==> config.mk <==
export PLATFORM = sky130hd
export DESIGN_NAME = gate_exerciser
export DESIGN_NICKNAME = d
export VERILOG_FILES = /design/src/rtl/gate_test_pkg.sv /design/src/rtl/settle_timer.sv /design/src/rtl/gate_exerciser.sv
export SDC_FILE = /design/constraint.sdc
export NUM_CORES = 1
export LEC_CHECK = 0
export ABC_AREA = 1
export CAP_MARGIN = 25
export CORE_MARGIN = 3
export CORE_UTILIZATION = 45
export CTS_BUF_LIST = sky130_fd_sc_hd__clkbuf_2 sky130_fd_sc_hd__clkbuf_4 sky130_fd_sc_hd__clkbuf_8
export DETAILED_ROUTE_END_ITERATION = 6
export GPL_TIMING_DRIVEN = 0
export PLACE_DENSITY = 0.8
export SLEW_MARGIN = 20
export SYNTH_ARGS = -nofsm -noshare
export SYNTH_HDL_FRONTEND = slang
export SYNTH_SLANG_ARGS = --single-unit
==> constraint.sdc <==
create_clock -name i_clk -period 2.1 [get_ports i_clk]
set_clock_uncertainty 0.2 [all_clocks]
set_input_delay 0.42 -clock i_clk [delete_from_list [all_inputs] [get_ports i_clk]]
set_output_delay 0.42 -clock i_clk [all_outputs]
set_load 0.1 [all_outputs]
==> src/rtl/gate_test_pkg.sv <==
`default_nettype none
// ============================================================================
// Module      : gate_test_pkg
// Description : Shared types and truth-table constants for the two-input gate
//               exerciser (FSM states, vector index, reference tables).
// Revision    : 1.0 - initial release
// ============================================================================
package gate_test_pkg;

   // Exerciser FSM states
   typedef enum logic [1:0] {
      ST_IDLE   = 2'd0,
      ST_SETTLE = 2'd1,
      ST_SAMPLE = 2'd2,
      ST_DONE   = 2'd3
   } state_t;

   // Input vector index; bit 1 drives b, bit 0 drives a
   typedef logic [1:0] vec_idx_t;

   // Reference truth tables, bit index = {b,a}
   localparam logic [3:0] TT_AND = 4'b1000;
   localparam logic [3:0] TT_OR  = 4'b1110;
   localparam logic [3:0] TT_NOR = 4'b0001;
   localparam logic [3:0] TT_XOR = 4'b0110;

endpackage : gate_test_pkg
`default_nettype wire

==> src/rtl/settle_timer.sv <==
`default_nettype none
// ============================================================================
// Module      : settle_timer
// Description : Loadable down-counter with enable and zero flag; times how
//               long each stimulus vector is held before sampling.
// Revision    : 1.0 - initial release
// ============================================================================
module settle_timer #(
   parameter int WIDTH = 2
) (
   input  logic             i_clk,
   input  logic             i_rst,
   input  logic             i_load,
   input  logic [WIDTH-1:0] i_load_val,
   input  logic             i_en,
   output logic             o_zero
);

   logic [WIDTH-1:0] count_q;
   logic [WIDTH-1:0] count_d;

   // Load has priority; count saturates at zero when enabled
   always_comb begin
      count_d = count_q;
      if (i_load) begin
         count_d = i_load_val;
      end else if (i_en && (count_q != '0)) begin
         count_d = count_q - WIDTH'(1);
      end
   end

   // Counter register
   always_ff @(posedge i_clk or posedge i_rst) begin
      if (i_rst) begin
         count_q <= '0;
      end else begin
         count_q <= count_d;
      end
   end

   assign o_zero = (count_q == '0);

endmodule : settle_timer
`default_nettype wire

==> src/rtl/gate_exerciser.sv <==
`default_nettype none
// ============================================================================
// Module      : gate_exerciser
// Description : Drives all four input vectors onto a two-input gate, samples
//               its output after a settle time and compares the observed
//               truth table against an expected one.
// Revision    : 1.0 - initial release
// ============================================================================
module gate_exerciser
   import gate_test_pkg::*;
#(
   parameter int SETTLE_CYCLES = 2
) (
   input  logic       i_clk,
   input  logic       i_rst,
   input  logic       i_start,
   input  logic [3:0] i_expected,
   output logic       o_a,
   output logic       o_b,
   input  logic       i_c,
   output logic       o_busy,
   output logic       o_done,
   output logic       o_pass,
   output logic [3:0] o_observed,
   output logic [3:0] o_fail_mask
);

   localparam int               CNT_W  = $clog2(SETTLE_CYCLES + 1);
   localparam logic [CNT_W-1:0] RELOAD = CNT_W'(SETTLE_CYCLES - 1);

   generate
      if ((SETTLE_CYCLES < 1) || (SETTLE_CYCLES > 255)) begin : g_param_check
         $error("gate_exerciser: SETTLE_CYCLES must be within 1..255");
      end
   endgenerate

   state_t     state_q, state_d;
   vec_idx_t   idx_q, idx_d;
   logic [3:0] exp_q, exp_d;
   logic [3:0] obs_q, obs_d;
   logic [3:0] mask_q, mask_d;
   logic       pass_q, pass_d;
   logic       done_q, done_d;
   logic       busy_q, busy_d;
   logic       tmr_load;
   logic       tmr_en;
   logic       tmr_zero;

   settle_timer #(
      .WIDTH (CNT_W)
   ) u_settle_timer (
      .i_clk      (i_clk),
      .i_rst      (i_rst),
      .i_load     (tmr_load),
      .i_load_val (RELOAD),
      .i_en       (tmr_en),
      .o_zero     (tmr_zero)
   );

   // Next-state, stimulus and result computation
   always_comb begin
      state_d  = state_q;
      idx_d    = idx_q;
      exp_d    = exp_q;
      obs_d    = obs_q;
      mask_d   = mask_q;
      pass_d   = pass_q;
      done_d   = 1'b0;
      tmr_load = 1'b0;
      tmr_en   = 1'b0;
      case (state_q)
         ST_IDLE: begin
            if (i_start) begin
               exp_d    = i_expected;
               idx_d    = 2'd0;
               tmr_load = 1'b1;
               obs_d    = 4'b0000;
               mask_d   = 4'b0000;
               pass_d   = 1'b0;
               state_d  = ST_SETTLE;
            end
         end
         ST_SETTLE: begin
            tmr_en = 1'b1;
            if (tmr_zero) begin
               state_d = ST_SAMPLE;
            end
         end
         ST_SAMPLE: begin
            obs_d[idx_q] = i_c;
            if (idx_q != 2'd3) begin
               idx_d    = idx_q + 2'd1;
               tmr_load = 1'b1;
               state_d  = ST_SETTLE;
            end else begin
               // Results are registered together with the last sample so
               // they are valid in the same cycle as the done pulse.
               mask_d  = obs_d ^ exp_q;
               pass_d  = (obs_d == exp_q);
               done_d  = 1'b1;
               state_d = ST_DONE;
            end
         end
         ST_DONE: begin
            idx_d   = 2'd0;
            state_d = ST_IDLE;
         end
         default: begin
            state_d = ST_IDLE;
         end
      endcase
      busy_d = (state_d != ST_IDLE);
   end

   // State and result registers; reset aborts any run in progress
   always_ff @(posedge i_clk or posedge i_rst) begin
      if (i_rst) begin
         state_q <= ST_IDLE;
         idx_q   <= 2'd0;
         exp_q   <= 4'b0000;
         obs_q   <= 4'b0000;
         mask_q  <= 4'b0000;
         pass_q  <= 1'b0;
         done_q  <= 1'b0;
         busy_q  <= 1'b0;
      end else begin
         state_q <= state_d;
         idx_q   <= idx_d;
         exp_q   <= exp_d;
         obs_q   <= obs_d;
         mask_q  <= mask_d;
         pass_q  <= pass_d;
         done_q  <= done_d;
         busy_q  <= busy_d;
      end
   end

   // Stimulus is the registered vector index itself
   assign o_a         = idx_q[0];
   assign o_b         = idx_q[1];
   assign o_busy      = busy_q;
   assign o_done      = done_q;
   assign o_pass      = pass_q;
   assign o_observed  = obs_q;
   assign o_fail_mask = mask_q;

endmodule : gate_exerciser
`default_nettype wire

==> Word-level counts from Yosys, hierarchy flattened <==
Cells that the tools add are included.
{ "word_totals": {"elab_cells": 60, "output_inout_bits": 13, "in_bits": 8, "regBits": 21} }
{ "classes": {"mux": 25, "bitwise_logic": 1, "n_lt_le_gt_ge": 2, "eq_ne": 8, "addsub": 2, "n_reduce_logical": 13} }
{ "ops": {"columns": ["op", "n"], "rows": [
  ["$pmux 4 s2", 2],
  ["$mux 2", 7],
  ["$mux 1", 8],
  ["$mux 4", 2],
  ["$ne 2x2->1 const B", 4],
  ["$pmux 2 s4", 1],
  ["$reduce_bool 2->1", 4],
  ["$pmux 2 s3", 1],
  ["$reduce_and 3->1", 2],
  ["$bwmux 4", 1],
  ["$eq 2x2->1 const B", 2],
  ["$eq 4x4->1", 1],
  ["$logic_not 2->1", 2],
  ["$pmux 1 s2", 2],
  ["$reduce_and 2->1", 2],
  ["$xor 4x4->4", 1],
  ["$lt 2x3->1 const B", 1],
  ["$reduce_bool 3->1", 1],
  ["$add 2x1->2 const B", 1],
  ["$demux 1 s2", 1],
  ["$eq 2x1->1 const B", 1],
  ["$ge 2x1->1 const B", 1],
  ["$logic_and 1x1->1", 2],
  ["$sub 2x1->2 const B", 1]
]} }

==> Longest topological paths before layout <==
Gate-level depths: netlist of the first run.
{ "depth": {"ltp_word": 8, "depth_mapped": 10, "depth_no_buf": 10} }

==> Modules after synthesis <==
Synthesis of the first run repeated with hierarchy kept, for this count alone.
{ "hier_totals": {"hier_cells": 137, "area_unflattened_um2": 1111.1} }
{ "modules_own_cells": {"columns": ["mod", "cells_per_inst", "seq_area_each_um2", "n_inst", "area_per_inst_um2"], "rows": [
  ["gate_exerciser", 117, 475.5, 1, 979.7],
  ["settle_timer", 20, 50.0, 1, 131.4]
]} }

==> Worst setup path after synthesis of the first run <==
Ideal clock, no wire load.
{ "synth_path": {"path_type": "flip-flop to flip-flop", "startpoint": "reg idx_q[0]", "endpoint": "reg pass_q (netlist: o_pass)", "n_path_buf": 0, "path_stages_with_launch": 11, "t_required_ns": 1.780, "synth_period_minus_slack_ns": 2.166, "setup_time_ns": 0.120, "slack_ns": -0.066, "arrival_time_ns": 1.847, "path_cell_list": "dfrtp_1 > inv_1 > ha_1 > inv_1 > nand2_1 > nand2_1 > nand2_1 > nand2_1 > nor2_1 > nand2_1 > nand2_1"} }
{ "synth_via": {"elab_chain_len": 8, "word_cells_on_any_way": 12, "classes_between": "order compare (2); eq/ne (3); mux (5); reduce/logical (2)"} }
{ "synth_lines": {"columns": ["element", "line_no", "source"], "rows": [
  ["start, declared", "gate_exerciser.sv:38", "vec_idx_t idx_q, idx_d;"],
  ["start signal, assigned", "gate_exerciser.sv:128", "idx_q <= idx_d;"],
  ["$lt 2x3->1 (not written as such) or $ge 2x1->1 (tied branches)", "gate_exerciser.sv:90", "obs_d[idx_q] = i_c;"],
  ["$logic_and 1x1->1 (not written as such)", "gate_exerciser.sv:90", null],
  ["$mux 1 (not written as such)", "gate_exerciser.sv:90", null],
  ["$demux 1 s2", "gate_exerciser.sv:90", null],
  ["$bwmux 4", "gate_exerciser.sv:90", null],
  ["$eq 4x4->1", "gate_exerciser.sv:99", "pass_d = (obs_d == exp_q);"],
  ["$mux 1", "gate_exerciser.sv:91", "if (idx_q != 2'd3) begin"],
  ["$pmux 1 s2", "gate_exerciser.sv:71", "case (state_q)"],
  ["end signal, assigned", "gate_exerciser.sv:132", "pass_q <= pass_d;"],
  ["end, declared", "gate_exerciser.sv:42", "logic pass_q, pass_d;"]
]} }
Several ways; a longest one is shown, not always the timed one. The select of a mux whose other input is x is not followed.
A chain may end at the register's enable or synchronous reset.

==> Final worst setup path of the first run <==
{ "layout_path": {"startpoint": "reg done_q (netlist: o_done)", "endpoint": "out o_done"} }
{ "layout_rtl": {"columns": ["element", "line_no", "source"], "rows": [
  ["start, declared", "gate_exerciser.sv:43", "logic done_q, done_d;"],
  ["start signal, assigned", "gate_exerciser.sv:133", "done_q <= done_d;"],
  ["end, declared", "gate_exerciser.sv:22", "output logic o_done,"]
]} }
No word-level cell between the ends.

==> impl_metrics.py, run 1 <==
metrics = {
    "worst_setup_path": {
        "required_ns": 1.48,
        "worstPathMaxFanout": 1,
        "cpMaxStageDelayCell": "clkdlybuf4s15_1",
        "crit_chain": "clkdlybuf4s15_1",
        "crit_arrival_ns": 1.45,
        "start_kind": "flop",
        "crit_path_end_kind": "output port",
        "crit_family": "buffers and inverters",
        "worstSetupPathType": "flop to output port",
        "path_buf_inv": 1,
        "max_stage_delay_ns": 0.81,
    },
    "global_route": {
        "grt_pass1_vias": 864,
        "use_met3_pct": 2.804,
        "grt_busiest_layer": "met2",
        "grtUsageTotal_pct": 15.65,
        "grt_max_degree": 22,
        "grt_pass1_wl_microns": 3801,
        "grt_overflow_total": 0,
        "met1_usage_pct": 19.01,
        "antenna_found_initial": 0,
        "grt.met2_usage_pct": 26.01,
    },
    "floorplanning": {
        "num_rows": 17,
        "die-area_sq_um": 3051,
        "fp.dieH_microns": 55.24,
        "core_area_sq_um": 2255,
        "start_util_pct": 48.39,
        "chipWidth_microns": 55.24,
        "boundaryPins": 21,
    },
    "drt": {
        "drc_errors": 0,
        "viasPerCell": 4.856,
        "routedWlPerCell_microns": 11.86,
        "wirelength_microns": 2135,
        "drt_iter0_drc": 15,
        "drtPass1Iterations": 6,
        "ant_nets": 0,
        "vias": 874,
    },
    "timing": {
        "tightest_slew_ns": 0.9441,
        "fin_crit_ns": 2.070,
        "drv_slew": 0,
        "hold_viol_final": 0,
        "setup_viol": 0,
        "grt_setup_unrepaired": "false",
        "max_slew_margin_pct": 37.31,
        "max_freq_ghz": 0.4830,
        "whs_ns": 0.2996,
        "fin_crit_sh_pct": 98.59,
    },
    "logic_synthesis": {
        "ys_ff_latch": 21,
        "syn_avg_cell_area_sq_um": 8.524,
        "syn-instance-count": 128,
        "synth_nets": 141,
        "ys_warn_count": 0,
        "synthAdderAreaFrac_pct": 5.734,
        "synth_xor_area_share_pct": 0.8028,
        "synth_top_family_by_area": "simple AND/OR/NAND/NOR gates",
        "synth_cell_type_count": 22,
        "synthSimpleGateAreaFrac_pct": 30.05,
        "syn-cell-area_sq_um": 1091,
        "muxShareOfSynthArea_pct": 0,
        "ys_seq_area_share_pct": 48.17,
        "synth_compound_gate_area_share_pct": 7.569,
    },
    "placed_design": {
        "port_buffers": 20,
        "gp_congestion": 0.7732,
        "dp.final_hpwl_microns": 1653,
    },
    "power": {
        "p_clk_share_pct": 13.5,
        "pwr-share-comb_pct": 48.2,
        "p_int_uw": 808.2,
        "switchingPower_uw": 739.9,
        "seqPwrFrac_pct": 38.3,
        "fin_total_pwr_mw": 1.548,
        "p_per_area_nw_per_um2": 1127,
        "total_leakage_power_nw": 0.6785,
        "sw_frac_of_total_pct": 47.79,
        "irDropWorstVdd_mv": 0.8002,
    },
    "outcome": {
        "outcome": "complete, no violations",
    },
    "clocking": {
        "clock_latency_ns": 0.30,
        "clock-sinks": 21,
        "postCtsHoldBufs": 0,
        "cts.htree.levels": 1,
        "ctsLongestPathBuffers": 2,
        "cts-root-buf": "clkbuf_4",
        "clk_pin_slew_ns": 0.11,
        "cts_tree": "yes",
        "numCtsBuffers": 3,
    },
    "layout": {
        "antenna_cells": 0,
        "area_delta_synth_final_pct": 25.92,
        "drive_above_1_share_pct": 23.03,
        "nets": 166,
        "n_fill_cell": 225,
    },
    "run": {
        "maxCapViolations": 0,
    },
    "hold_path": {
        "hold_path_class": "flop to flop",
    },
}
-- sequential cells by signal, indices dropped and copies added, names as in the netlist --
name                    flops
exp_q                       4
idx_q                       2
o_busy                      1
o_done                      1
o_fail_mask                 4
o_observed                  4
o_pass                      1
state_q                     2
u_settle_timer.count_q      2
-- what timing repair did --
action,in CTS,in global routing
buffers inserted,0,0
endpoints found under the setup margin,13,0
hold endpoints to repair,0,0
gates resized for setup,38,0
-- cells in the mapped netlist --
master	number	area, sq um
a21oi_1	1	5.000
a22o_1	2	17.52
a31oi_1	1	6.260
clkinv_4	1	8.760
dfrtp_1	21	525.5
ha_1	5	62.56
inv_1	17	63.81
inv_2	3	11.26
nand2_1	41	153.9
nand2_2	2	12.51
nand2_4	3	33.78
nand3_1	10	50.05
nand3_2	1	10.01
nor2_1	1	3.750
nor2_2	3	18.77
nor2_4	3	33.78
nor3_1	1	5.000
o21ai_0	6	30.03
o21ai_1	3	15.01
o21ai_2	1	8.760
or2_1	1	6.260
xor2_1	1	8.760
-- through the flow --
step,std cells,area (sq um),util [%],setup TNS (ns),setup WS (ns)
2_1_floorplan,128,1094,-,0,0.2602
3_3_place_gp,176,1329,58.93,-0.09120,-0.02840
3_5_place_dp,176,1329,58.93,-0.1424,-0.03445
4_1_cts,180,1374,60.93,0,0.009066
5_1_grt,180,1374,60.93,0,0.004924
6_report,180,1374,60.93,0,0.02952
-- logic make-up after synthesis --
| group | after synthesis |
|---|---|
| XOR/XNOR | 1 |
| AO/OA/AOI/OAI | 14 |
| flip-flops | 21 |
| buffers and inverters | 21 |
| AND/OR/NAND/NOR | 66 |
| adder cells (fa/ha/maj) | 5 |
-- cells in the final DEF, fill, tap and decap left out --
cell type / count
a21oi_1: 1
a22o_1: 2
a31oi_1: 1
clkbuf_4: 4
clkdlybuf4s15_1: 1
clkdlybuf4s15_2: 12
clkdlybuf4s50_1: 7
clkinv_4: 1
dfrtp_1: 19
dfrtp_2: 2
ha_1: 5
inv_1: 17
inv_2: 3
nand2_1: 41
nand2_2: 2
nand2_4: 3
nand3_1: 10
nand3_2: 1
nor2_1: 1
nor2_2: 3
nor2_4: 3
nor3_1: 1
o21ai_0: 6
o21ai_1: 3
o21ai_2: 1
or2_1: 1
xor2_1: 1
-- cell type report --
class	count	area [sq um]	share of cell area, %
Tap cell	28	35.03	2.550
Sequential cell	21	528.0	38.43
Timing Repair Buffer	20	215.2	15.66
Multi-Input combinational cell	86	481.7	35.06
Clock buffer	4	30.03	2.186
Inverter	21	83.83	6.102
-- path summary, 6_finish.rpt --
path,startpoint,endpoint,slack [ns],cells past startpoint
hold reg to reg,o_fail_mask[1],o_fail_mask[1],0.30,2
hold / removal,o_fail_mask[1],o_fail_mask[1],0.30,2
max in group asynchronous,i_rst,idx_q[0],0.80,2
setup / recovery,o_done,o_done,0.03,1
setup reg to reg,idx_q[0],o_pass,0.49,9
min in group asynchronous,i_rst,o_observed[2],0.35,2
-- power groups by stage --
| stage | logic (mW) | registers, mW | clock network, mW |
|---|---|---|---|
| floorplan | 0.413 | 0.775 | 0 |
| global placement | 0.738 | 0.593 | 0 |
| detailed placement | 0.759 | 0.599 | 0 |
| CTS | 0.754 | 0.593 | 0.219 |
| global route | 0.828 | 0.606 | 0.228 |
| finish | 0.746 | 0.594 | 0.208 |
-- layer usage --
layer  vias up  wire (microns)
met1       405             935
met5         -               0
li1        446               -
met4         0              33
met3         4              94
met2        19            1071
(Power assumes the default switching activity.)
==> run 2: changes to the inputs <==
--- a/config.mk
+++ b/config.mk
@@ -9,8 +9,9 @@
 export CAP_MARGIN = 25
 export CORE_MARGIN = 3
 export CORE_UTILIZATION = 45
-export CTS_BUF_LIST = sky130_fd_sc_hd__clkbuf_2 sky130_fd_sc_hd__clkbuf_4 sky130_fd_sc_hd__clkbuf_8
+export CTS_BUF_LIST = sky130_fd_sc_hd__clkbuf_4 sky130_fd_sc_hd__clkbuf_8
 export DETAILED_ROUTE_END_ITERATION = 6
+export GPL_ROUTABILITY_DRIVEN = 0
 export GPL_TIMING_DRIVEN = 0
 export PLACE_DENSITY = 0.8
 export SLEW_MARGIN = 20
==> results of run 2 <==
No change in the layout: final DEF, timing and power equal those of run 1.
